--- src/rtl/arch_defs_pkg.sv ---
// Architectural definitions shared by the status register and branch evaluation:
// data width, status byte bit positions and the branch condition encoding.
package arch_defs_pkg;

    localparam int DATA_WIDTH   = 8;
    localparam int STATUS_C_BIT = 0;
    localparam int STATUS_Z_BIT = 1;
    localparam int STATUS_N_BIT = 2;

    typedef enum logic [2:0] {
        COND_ALWAYS = 3'd0,
        COND_Z      = 3'd1,
        COND_NZ     = 3'd2,
        COND_C      = 3'd3,
        COND_NC     = 3'd4,
        COND_N      = 3'd5,
        COND_NN     = 3'd6,
        COND_NEVER  = 3'd7
    } cond_e;

    // Zero-extend the {N,Z,C} triple into a status byte.
    function automatic logic [DATA_WIDTH-1:0] pack_status(input logic [2:0] flags);
        logic [DATA_WIDTH-1:0] s;
        s = '0;
        s[STATUS_N_BIT] = flags[STATUS_N_BIT];
        s[STATUS_Z_BIT] = flags[STATUS_Z_BIT];
        s[STATUS_C_BIT] = flags[STATUS_C_BIT];
        return s;
    endfunction

endpackage

--- src/rtl/branch_cond_eval.sv ---
// Combinational branch condition evaluation: (flags, cond_e) -> branch_taken.
module branch_cond_eval
    import arch_defs_pkg::*;
(
    input  logic [2:0] flags,
    input  cond_e      cond_sel,
    output logic       branch_taken
);

    always_comb begin
        branch_taken = 1'b0;
        unique case (cond_sel)
            COND_ALWAYS: branch_taken = 1'b1;
            COND_Z:      branch_taken = flags[STATUS_Z_BIT];
            COND_NZ:     branch_taken = ~flags[STATUS_Z_BIT];
            COND_C:      branch_taken = flags[STATUS_C_BIT];
            COND_NC:     branch_taken = ~flags[STATUS_C_BIT];
            COND_N:      branch_taken = flags[STATUS_N_BIT];
            COND_NN:     branch_taken = ~flags[STATUS_N_BIT];
            COND_NEVER:  branch_taken = 1'b0;
            default:     branch_taken = 1'b0;
        endcase
    end

endmodule

--- src/rtl/status_flags_reg.sv ---
// Architectural N/Z/C status register with ALU capture, SEC/CLC, PHP/PLP and branch evaluation.
// Define STATUS_REG_SHADOW_EN to add an interrupt shadow copy saved/restored by irq_entry/irq_return.
module status_flags_reg
    import arch_defs_pkg::*;
(
    input  logic                  clk,
    input  logic                  reset,
    input  logic                  alu_zero_flag,
    input  logic                  alu_carry_flag,
    input  logic                  alu_negative_flag,
    input  logic                  load_alu_flags,
    input  logic [2:0]            flag_mask,
    input  logic                  set_carry,
    input  logic                  clear_carry,
    input  logic                  load_from_bus,
    input  logic [DATA_WIDTH-1:0] bus_in,
    input  logic [2:0]            cond_sel,
    input  logic                  irq_entry,
    input  logic                  irq_return,
    output logic [DATA_WIDTH-1:0] status_out,
    output logic                  carry_flag,
    output logic                  zero_flag,
    output logic                  negative_flag,
    output logic                  branch_taken
);

    localparam logic [2:0] FLAGS_RST = 3'b010;

    logic [2:0] flags_q, flags_d;
    logic [2:0] alu_flags;
    logic       restore;
    logic [2:0] shadow_val;

    assign alu_flags = {alu_negative_flag, alu_zero_flag, alu_carry_flag};

`ifdef STATUS_REG_SHADOW_EN
    logic [2:0] shadow_q, shadow_d;

    always_comb begin
        shadow_d = shadow_q;
        // A simultaneous return wins: the shadow is being consumed, not refilled.
        if (irq_entry && !irq_return) shadow_d = flags_q;
    end

    always_ff @(posedge clk or posedge reset) begin
        if (reset) shadow_q <= FLAGS_RST;
        else       shadow_q <= shadow_d;
    end

    assign restore    = irq_return;
    assign shadow_val = shadow_q;
`else
    logic unused_irq;
    assign unused_irq = irq_entry ^ irq_return;
    assign restore    = 1'b0;
    assign shadow_val = FLAGS_RST;
`endif

    always_comb begin
        flags_d = flags_q;
        if (restore) begin
            flags_d = shadow_val;
        end else if (load_from_bus) begin
            flags_d = bus_in[2:0];
        end else begin
            if (load_alu_flags) begin
                for (int i = 0; i < 3; i++)
                    if (flag_mask[i]) flags_d[i] = alu_flags[i];
            end
            // Carry falls through to CLC/SEC when the ALU load leaves it unmasked.
            if (!(load_alu_flags && flag_mask[STATUS_C_BIT])) begin
                if (clear_carry)    flags_d[STATUS_C_BIT] = 1'b0;
                else if (set_carry) flags_d[STATUS_C_BIT] = 1'b1;
            end
        end
    end

    always_ff @(posedge clk or posedge reset) begin
        if (reset) flags_q <= FLAGS_RST;
        else       flags_q <= flags_d;
    end

    logic unused_bus;
    assign unused_bus = ^bus_in[DATA_WIDTH-1:3];

    assign status_out    = pack_status(flags_q);
    assign carry_flag    = flags_q[STATUS_C_BIT];
    assign zero_flag     = flags_q[STATUS_Z_BIT];
    assign negative_flag = flags_q[STATUS_N_BIT];

    branch_cond_eval u_branch_cond_eval (
        .flags        (flags_q),
        .cond_sel     (cond_e'(cond_sel)),
        .branch_taken (branch_taken)
    );

endmodule

--- config.mk ---
export PLATFORM = sky130hd
export DESIGN_NAME = status_flags_reg
export DESIGN_NICKNAME = d
export VERILOG_FILES = /design/src/rtl/arch_defs_pkg.sv /design/src/rtl/branch_cond_eval.sv /design/src/rtl/status_flags_reg.sv
export SDC_FILE = /design/constraint.sdc
export NUM_CORES = 1
export LEC_CHECK = 0
export BUFFER_PORTS_ARGS = -buffer_cell sky130_fd_sc_hd__buf_4
export CAP_MARGIN = 30
export CORE_AREA = 2 2 39 41
export CTS_CLUSTER_DIAMETER = 40
export DETAILED_ROUTE_END_ITERATION = 12
export DIE_AREA = 0 0 41 43
export GPL_TIMING_DRIVEN = 0
export PLACE_DENSITY_LB_ADDON = 0.1
export SLEW_MARGIN = 15
export SYNTH_ARGS = -nofsm -noshare
export SYNTH_HDL_FRONTEND = slang
export SYNTH_HIERARCHICAL = 1
export SYNTH_SLANG_ARGS = --single-unit
--- constraint.sdc ---
create_clock -name clk -period 0.95 [get_ports clk]
set_input_delay 0 -clock clk [delete_from_list [all_inputs] [get_ports clk]]
set_output_delay 0 -clock clk [all_outputs]
set_load 0.01 [all_outputs]
After elaboration in Yosys (flattened, before gate mapping)

Index checks and enable logic that the tools add are counted.

Output and inout bits: 12
Input bits: 25
Flip-flop bits (word level): 3
Word-level logic and storage cells: 29

Eq/ne operators: 7
Multiplexer cells: 9
Reductions and logical operators: 7
Bitwise logic cells: 3

Operator list:

| kind                 | number |
|---|---|
| $eq A3 B3 Y1 const B | 4 |
| $pmux W1 S8          | 1 |
| $eq A3 B2 Y1 const B | 2 |
| $mux W1              | 6 |
| $mux W3              | 2 |
| $reduce_bool A2 Y1   | 3 |
| $reduce_and A2 Y1    | 2 |
| $eq A3 B1 Y1 const B | 1 |
| $logic_not A3 Y1     | 1 |
| $not A1 Y1           | 3 |
| $logic_and A1 B1 Y1  | 1 |

Logic depth before layout (Yosys ltp)

Gate-level depths: netlist of run 1.

Depth after elaboration: 6
Depth in mapped cells: 3
Depth with buffers taken out: 3

By module

The synthesis of run 1 kept the hierarchy.

By module, submodules not included:

| module           | cells each | sequential area each (um^2) | area an instance (um^2) | times used |
|---|---|---|---|---|
| status_flags_reg | 26         | 76.3                        | 241.5                   | 1 |
| branch_cond_eval | 9          | 0.0                         | 52.6                    | 1 |

Worst setup path before layout of run 1

OpenSTA, ideal clock, no wires.

Path type: register to register
Start: register flags_q[1] (netlist name)
End: register flags_q[1]
Data required time: 0.889 ns
Path slack: 0.035 ns
Cell stages (with the launch flop): 3
Arrival time: 0.854 ns
Buffers on the path: 0
Clock period less this slack: 0.915 ns
Library setup time: 0.061 ns
Cell sequence: dfstp_2 > a21boi_0 > o31a_1

RTL lines:

| item                 | line                   | source |
|---|---|---|
| end signal, assigned | status_flags_reg.sv:80 | `else flags_q <= flags_d;` |
| end, declared        | status_flags_reg.sv:29 | `logic [2:0] flags_q, flags_d;` |

Worst setup path after layout of run 1

Start: register flags_q[1]
End: output port branch_taken

Cells in the longest elaborated chain, start to end: 2

Ends and longest elaborated chain:

| item          | line                   | source |
|---|---|---|
| $not A1 Y1    | branch_cond_eval.sv:15 | `COND_NZ: branch_taken = ~flags[STATUS_Z_BIT];` |
| $pmux W1 S8 * | branch_cond_eval.sv:12 | `unique case (cond_sel)` |
| end, declared | status_flags_reg.sv:24 | `output logic branch_taken` |

Mark *: on every way between the ends. The rest lies on a longest branch, timed or not.

==> results.cfg, run 1 <==
[power]
p_per_area_nw_per_um2 = 1080
ir_worst_vdd_uv = 491
p_leak_nw = 0.321

[sta]
rsz0062_at_grt = yes
postLayoutSetupSlackWorst_ps = -286
fin_crit_ps = 1240
hold_violations = 0
fmax_ghz = 0.809
fin_crit_sh = 1.30
hold_ws_ps = 44.6
fin_worst_skew_ps = 0
drv_slew = 0
finalSetupViolations = 4

[synth]
ys_types = 20
synth_top_family_by_area = compound AO/OA/AOI/OAI gates
synth_area_leader_cell = buf_4
synthTopCellsByCount = buf_4 (8), nor2_1 (3)
postSynthAreaPerCell_um2 = 8.40
synth-seq-area-share = 0.260
netlist_area_um2 = 294
synth_cells = 35
synth_mux_area_frac = 0
ys_seq_elements = 3
yosysWarnings = 6
synth_edf_count = 0
synth_compound_area_frac = 0.268
synth_fa_ha_area_frac = 0
async_reset_ff_frac = 1.00
netlist.area_leader.share = 0.204
synth-simple-area-share = 0.230
ys.flop_type = dfrtp_1
synth-xor-area-share = 0
synthTopCellsByArea = buf_4 (20%), dfrtp_1 (17%), dfstp_2 (8.9%)
synth_most_common_cell = buf_4

[placed_design]
numPortBuffers = 24
dp.cells = 79
place.gp.congestion = 0.584

[floorplan]
fp.dieW_um = 41
core.rowCount = 14
core-area_um2 = 1380
die_area_um2 = 1760
initial_utilization = 0.212
die_y_um = 43
io_pins = 37

[clock_tree]
cts-root-buf = clkbuf_4
path_clk_slew_ps = 40
cts_buffer_depth = 2
htree_num_levels = 1
cts.sink_count = 3
cts_buffers = 3
worst_skew_pair.late_latency_ps = 230
cts_tree = yes

[cells_and_area]
regMostFlops = flags_q
area_growth_pct = 102
fillCellCount = 149
stdcell_count = 88
drive_gt1_frac = 0.569
finish.utilization = 0.429
nets = 98
reg.largest.list = flags_q: 3 flops
largest_reg_flops = 3
antenna_cells = 0

[global_routing]
grt.total_usage = 0.0937
antenna_found_initial = 0
grt-ovfl-total = 0
grt_first_pass_wirelength_mm = 1.08
grt_max_degree = 8
first_global_vias = 282

[worst_hold_path]
hp-start = load_from_bus
hp-class = input port to register

[drt]
first_iter_violations = 5
wl_per_cell_um = 8.85
vias = 343
routed_wl_um = 779
viasPerCell = 3.90
firstDrtPassIters = 2
ant_nets = 0
remaining_drc_errors = 0

[worst_setup_path]
worstPathArrival_ps = 1240
setup.worst_path.class = register to output port
worstPathRequired_ps = 950
crit_path_end_kind = output port
startpoint_type = register
r2r_start = flags_q[1]
crit_path_start = flags_q[1]
cp_max_fo = 4

[run]
max_cap_viol_count = 0

[outcome]
outcome = finished with violations
violations = negative setup slack
worst max-delay path: stages, from the launching register on:
cell and delay, ps:
dfstp_2 540, nor2_1 50, a31oi_1 130, o221ai_1 130
buf_4 160
layer usage:
metal	part of all wire	track usage	vias to the layer above	routed length, um
met4	0	0.0600	0	0
met3	0.11	0.0471	0	88
met5	0	0	-	0
li1	-	-	185	-
met1	0.42	0.110	141	324
met2	0.47	0.128	17	367
what timing repair did:
action | CTS | global route
buffers inserted | 1 | 2
pin swaps | 0 | 0
gates resized for setup | 1 | 4
setup endpoints to repair | 2 | 4
hold buffers | 2 | 0
hold endpoints to repair | 4 | 0
placed cells by master, fill, tap and decap left out:
cell and count:
buf_4 32, conb_1 5, nor2_1 3, buf_6 3
clkbuf_4 3, and3_1 2, or2b_1 2, o31a_1 2
inv_1 2, dfrtp_1 2, dlygate4sd3_1 2, a21boi_0 1
a211o_1 1, nand2_1 1, nand4b_1 1, o211ai_2 1
a21boi_2 1, clkbuf_1 1, dfstp_2 1, a31oi_1 1
a21oi_1 1, and3b_1 1, nor3b_1 1, o21ai_1 1
o221ai_1 1
power breakdown:
group / leakage [nW] / total (W) / internal, W / switching [W]
logic: 0.272 / 0.000259 / 0.000169 / 0.0000900
clock network: 0.0150 / 0.000225 / 0.000158 / 0.0000679
registers: 0.0341 / 0.000158 / 0.000144 / 0.0000135
total: 0.321 / 0.000643 / 0.000471 / 0.000171
layout make-up:
type                       count  area [um2]  area share
tap                           16        20.0      0.0338
inverter                       2        7.51      0.0127
buffer                         8        63.8       0.108
clock buffer                   4        26.3      0.0443
timing repair buffer          29         230       0.388
multi-input combinational     26         169       0.285
sequential                     3        76.3       0.129
through the flow:
step	power, W	cell area (um2)	setup slack, ps	setup TNS [ps]
6_report	0.000643	593	-286	-439
5_1_grt	0.000685	593	-335	-578
4_1_cts	0.000626	563	-301	-474
3_5_place_dp	0.000383	509	-72.1	-72.1
3_3_place_gp	0.000384	509	-69.0	-69.0
2_1_floorplan	0.000264	309	34.5	0
path summary, 6_finish.rpt:
kind	to	slack, ps	depth (start not counted)
setup / recovery	branch_taken	-290	4
hold / removal	flags_q[0]	40	3
setup reg to reg	flags_q[1]	-20	3
hold reg to reg	flags_q[2]	740	2
max in group asynchronous	flags_q[1]	540	3
min in group asynchronous	flags_q[0]	200	3
cells by family (layout without fill, tap and decap cells):
family	after synthesis	count (layout)
AO/OA/AOI/OAI	10	10
buffers and inverters	10	43
AND/OR/NAND/NOR	11	11
flip-flops	3	3
other	1	5
Power figures use the tool's default switching activity.
==> inputs of run 2 (changes only) <==
--- a/config.mk
+++ b/config.mk
@@ -13,6 +13,7 @@
 export DIE_AREA = 0 0 41 43
 export GPL_TIMING_DRIVEN = 0
 export PLACE_DENSITY_LB_ADDON = 0.1
+export RECOVER_POWER = 50
 export SLEW_MARGIN = 15
 export SYNTH_ARGS = -nofsm -noshare
 export SYNTH_HDL_FRONTEND = slang
==> run 2 against run 1 <==
Effect of this change:
- the run still ends with negative setup slack left
- global-route usage did not move
- core utilization fell by 0.27 points
- register-to-register slack barely moved
- critical path type unchanged
- wire length rose by 0.13%
- largest cell class unchanged
- clock skew did not move
- die area did not move
- largest power group unchanged
- worst hold slack did not move
- critical path depth did not move
==> results.cfg, run 2 (synthesized netlist as in run 1, its figures left out) <==
[worst_setup_path]
startpoint_type = register
cp_max_fo = 4
r2r_cells = 3
setup.worst_path.class = register to output port
crit_path_start = flags_q[1]
worstPathRequired_ps = 950
r2r_start = flags_q[1]
worstPathArrival_ps = 1240
crit_path_end_kind = output port

[sta]
hold_ws_ps = 44.6
postLayoutSetupSlackWorst_ps = -286
finalSetupViolations = 4
fin_crit_sh = 1.30
rsz0062_at_grt = yes
drv_slew = 0
fin_worst_skew_ps = 0
fin_crit_ps = 1240
fmax_ghz = 0.809
hold_violations = 0

[cells_and_area]
stdcell_count = 88
drive_gt1_frac = 0.556
regMostFlops = flags_q
fillCellCount = 149
mostFrequentLayoutCell = buf_4
antenna_cells = 0
nets = 98
area_growth_pct = 100
most-common-layout-cells = buf_4 (30), conb_1 (5), clkbuf_4 (4)
reg.largest.list = flags_q: 3 flops
largest_reg_flops = 3

[drt]
ant_nets = 0
viasPerCell = 3.90
firstDrtPassIters = 2
remaining_drc_errors = 0
vias = 343
routed_wl_um = 780
first_iter_violations = 5
wl_per_cell_um = 8.86

[floorplan]
core.rowCount = 14
fp.dieW_um = 41
die_area_um2 = 1760
initial_utilization = 0.212
core-area_um2 = 1380
die_y_um = 43
io_pins = 37

[clock_tree]
cts-root-buf = clkbuf_4
htree_num_levels = 1
worst_skew_pair.late_latency_ps = 230
path_clk_slew_ps = 40
cts.sink_count = 3
cts_buffers = 3
cts_buffer_depth = 2
cts_tree = yes

[worst_hold_path]
hp-start = load_from_bus
hp-class = input port to register
hold_depth = 3

[power]
p_leak_nw = 0.317
power_w = 0.000639
ir_worst_vdd_uv = 490
p_per_area_nw_per_um2 = 1080

[placed_design]
dp.cells = 79
place.gp.congestion = 0.584
numPortBuffers = 24

[global_routing]
grt.total_usage = 0.0937
first_global_vias = 282
grt_first_pass_wirelength_mm = 1.08
grt_max_degree = 8
grt-ovfl-total = 0
antenna_found_initial = 0

[outcome]
outcome = finished with violations
violations = negative setup slack

[run]
max_cap_viol_count = 0
-- run 2: changes by cell type in the layout (fill, tap and decap cells not counted), sizes merged --
cell | previous run | this run
buf | 35 | 33
clkbuf | 4 | 6
-- run 2: path summary, 6_finish.rpt --
path	slack, ps	to
worst max-delay path	-290	branch_taken
max in group asynchronous	540	flags_q[1]
min in group asynchronous	200	flags_q[0]
worst min-delay path	40	flags_q[0]
worst max register to register	-20	flags_q[1]
worst min register to register	740	flags_q[2]
-- run 2: cell type report --
type | count | area (um2) | area share
Tap cell | 16 | 20.0 | 0.0340
Sequential cell | 3 | 76.3 | 0.130
Multi-Input combinational cell | 26 | 169 | 0.287
Clock buffer | 4 | 26.3 | 0.0446
Buffer | 8 | 63.8 | 0.108
Timing Repair Buffer | 29 | 226 | 0.384
Inverter | 2 | 7.51 | 0.0127
-- run 2: through the flow --
stage | setup WS (ps) | cell area [um2] | setup TNS, ps | util
floorplan | 34.5 | 309 | 0 | -
global placement | -69.0 | 509 | -69.0 | 0.368
detailed placement | -72.1 | 509 | -72.1 | 0.368
CTS | -301 | 563 | -474 | 0.407
global route | -335 | 589 | -577 | 0.426
finish | -286 | 589 | -439 | 0.426
-- run 2: routing by layer --
metal	global-route usage	share of wire	wire (um)
met3	0.0471	0.11	89
met5	0	0	0
met1	0.110	0.41	322
met2	0.128	0.47	367
met4	0.0600	0	0
-- run 2: what timing repair did --
item                                    CTS  global route
buffers inserted                          1             2
gates cloned                              0             0
endpoints found under the hold margin     4             0
endpoints found under the setup margin    2             4
hold buffers                              2             0
resized for setup                         1             4
-- run 2: worst max-delay path, stage by stage, from the launching register on --
cell and delay [ps]:
dfstp_2 540, nor2_1 50, a31oi_1 130, o221ai_1 130, buf_4 160
-- run 2: report_power, final --
group / total [W] / switching (W) / leakage [nW] / internal [W]
logic: 0.000256 / 0.0000900 / 0.268 / 0.000166
clock network: 0.000225 / 0.0000679 / 0.0150 / 0.000158
registers: 0.000158 / 0.0000134 / 0.0341 / 0.000144
==> inputs of run 3 (changes only) <==
--- a/config.mk
+++ b/config.mk
@@ -5,6 +5,7 @@
 export SDC_FILE = /design/constraint.sdc
 export NUM_CORES = 1
 export LEC_CHECK = 0
+export ABC_AREA = 1
 export BUFFER_PORTS_ARGS = -buffer_cell sky130_fd_sc_hd__buf_4
 export CAP_MARGIN = 30
 export CORE_AREA = 2 2 39 41
==> run 3 against run 2 <==
Effect of this change:
- the flow still finishes with violations (negative setup slack)
- cell count up 19%
- sequential share of layout area down 0.60 points
- clock-buffer cell count unchanged
- register-to-register slack better by 60 ps
- via count up 17%
- clock power down 3%
- critical path type unchanged
- cell area up 4.9%
==> results.cfg, run 3 <==
[global_routing]
first_global_vias = 365
antenna_found_initial = 0
grt_max_degree = 7
grt-ovfl-total = 0
grt.total_usage = 0.105
grt_first_pass_wirelength_mm = 1.22

[worst_setup_path]
worstPathArrival_ps = 1140
path_delay_family = flip-flops
startpoint_type = register
cp_num_buf_inv = 4
slowest_stage = dfstp_2
setup.worst_path.class = register to output port
worstPathRequired_ps = 950
crit_path_end_kind = output port
path_cells = buf_4 -> buf_6 -> buf_4 -> buf_6
slowest_delay_ps = 550
cp_max_fo = 4

[floorplan]
core-area_um2 = 1380
die_y_um = 43
die_area_um2 = 1760
io_pins = 37
core.rowCount = 14
initial_utilization = 0.216
fp.dieW_um = 41

[drt]
wl_per_cell_um = 6.98
remaining_drc_errors = 0
routed_wl_um = 733
firstDrtPassIters = 2
first_iter_violations = 1
vias = 403
viasPerCell = 3.84
ant_nets = 0

[sta]
hold_ws_ps = 9.77
fin_crit_sh = 1.20
hold_violations = 0
postLayoutSetupSlackWorst_ps = -193
drv_slew = 0
finalSetupViolations = 4
fmax_ghz = 0.875
rsz0062_at_grt = yes
fin_crit_ps = 1140
fin_worst_skew_ps = 0

[worst_hold_path]
hp-class = input port to register

[synth]
async_reset_ff_frac = 1.00
postSynthAreaPerCell_um2 = 5.98
netlist.area_leader.share = 0.201
ys.flop_type = dfrtp_1
synthTopCellsByArea = buf_4 (20%), nand2_1 (18%), dfrtp_1 (17%)
yosysWarnings = 6
synth_area_leader_cell = buf_4
netlist_area_um2 = 299
synth_most_common_cell = nand2_1
synth_cells = 50
synthTopCellsByCount = nand2_1 (14), nand3_1 (9), buf_4 (8), inv_1 (7), nor2_1 (5)
synth_edf_count = 0
ys_types = 10
ys_seq_elements = 3
synth-seq-area-share = 0.255

[cells_and_area]
area_growth_pct = 107
fillCellCount = 173
mostFrequentLayoutCell = buf_4
nets = 115
antenna_cells = 0
reg.largest.list = flags_q: 3 flops
fin_area_um2 = 618
stdcell_count = 105
most-common-layout-cells = buf_4 (31), nand2_1 (14), nand3_1 (9)
regMostFlops = flags_q
drive_gt1_frac = 0.483
largest_reg_flops = 3

[power]
p_per_area_nw_per_um2 = 1060
power_w = 0.000653
p_switching_w = 0.000179
swShare = 0.274
sequentialPowerShare = 0.242
pwr-share-comb = 0.422
p_leak_nw = 0.366
clkPwrFrac = 0.336
ir_worst_vdd_uv = 503
intPower_w = 0.000475

[outcome]
violations = negative setup slack
outcome = finished with violations

[clock_tree]
cts_tree = yes
cts-root-buf = clkbuf_4
htree_num_levels = 1
cts_buffers = 3
path_clk_slew_ps = 40
cts_buffer_depth = 2
worst_skew_pair.late_latency_ps = 230
cts.sink_count = 3

[placed_design]
place_area_um2 = 514
numPortBuffers = 24
hpwl_um = 590
place.gp.congestion = 0.642
dp.cells = 94

[run]
max_cap_viol_count = 0
run 3: final timing paths:
path | startpoint | to | slack, ps | cells past startpoint
max | flags_q[1] | status_out[1] | -190 | 4
min | load_from_bus | flags_q[1] | 10 | 3
max reg2reg | flags_q[0] | flags_q[0] | 40 | 5
min reg2reg | flags_q[2] | flags_q[2] | 600 | 2
max in group asynchronous | reset | flags_q[1] | 550 | 3
min in group asynchronous | reset | flags_q[0] | 190 | 3
run 3: area by class of cell:
type | instances | area [um2] | share of cell area
timing repair buffer | 31 | 255 | 0.413
multi-input combinational | 35 | 150 | 0.243
sequential | 3 | 76.3 | 0.123
buffer | 8 | 60.1 | 0.0972
inverter | 8 | 30.0 | 0.0486
clock buffer | 4 | 26.3 | 0.0425
tap | 16 | 20.0 | 0.0324
run 3: cells by family after synthesis:
family | synth area share
and+or+nand+nor | 0.431
buffers and inverters | 0.301
other | 0.0125
DFF | 0.255
run 3: timing repair:
| item | 4_1_cts | 5_1_grt |
|---|---|---|
| setup buffers | 2 | 2 |
| endpoints found under the setup margin | 2 | 5 |
| pin swaps | 2 | 1 |
| hold endpoints to repair | 5 | 0 |
| hold buffers | 3 | 0 |
| gates resized for setup | 2 | 4 |
run 3: metal layers:
metal | wire [um] | vias up | GRT usage | part of all wire
met2 | 376 | 21 | 0.159 | 0.51
met5 | 0 | - | 0 | 0
met3 | 87 | 0 | 0.0471 | 0.12
met4 | 0 | 0 | 0.0600 | 0
li1 | - | 219 | - | -
met1 | 268 | 163 | 0.113 | 0.37
run 3: worst min-delay path: stages:
cell	delay (ps)
buf_4	90
nand2_1	40
nand3_1	70
run 3: stage by stage:
stage	setup WS [ps]	utilization	TNS (ps)
floorplan	103	-	0
global placement	-0.630	0.372	-0.630
detailed placement	0.451	0.372	0
CTS	-212	0.429	-363
global route	-267	0.447	-742
finish	-193	0.447	-503
run 3: power by group through the flow:
stage / Clock, W / Combinational (W) / Sequential (W)
after floorplan: 0 / 0.000104 / 0.000166
after global placement: 0 / 0.000222 / 0.000163
after detailed placement: 0 / 0.000223 / 0.000164
after CTS: 0.000230 / 0.000256 / 0.000160
after global routing: 0.000246 / 0.000309 / 0.000160
final: 0.000219 / 0.000276 / 0.000158
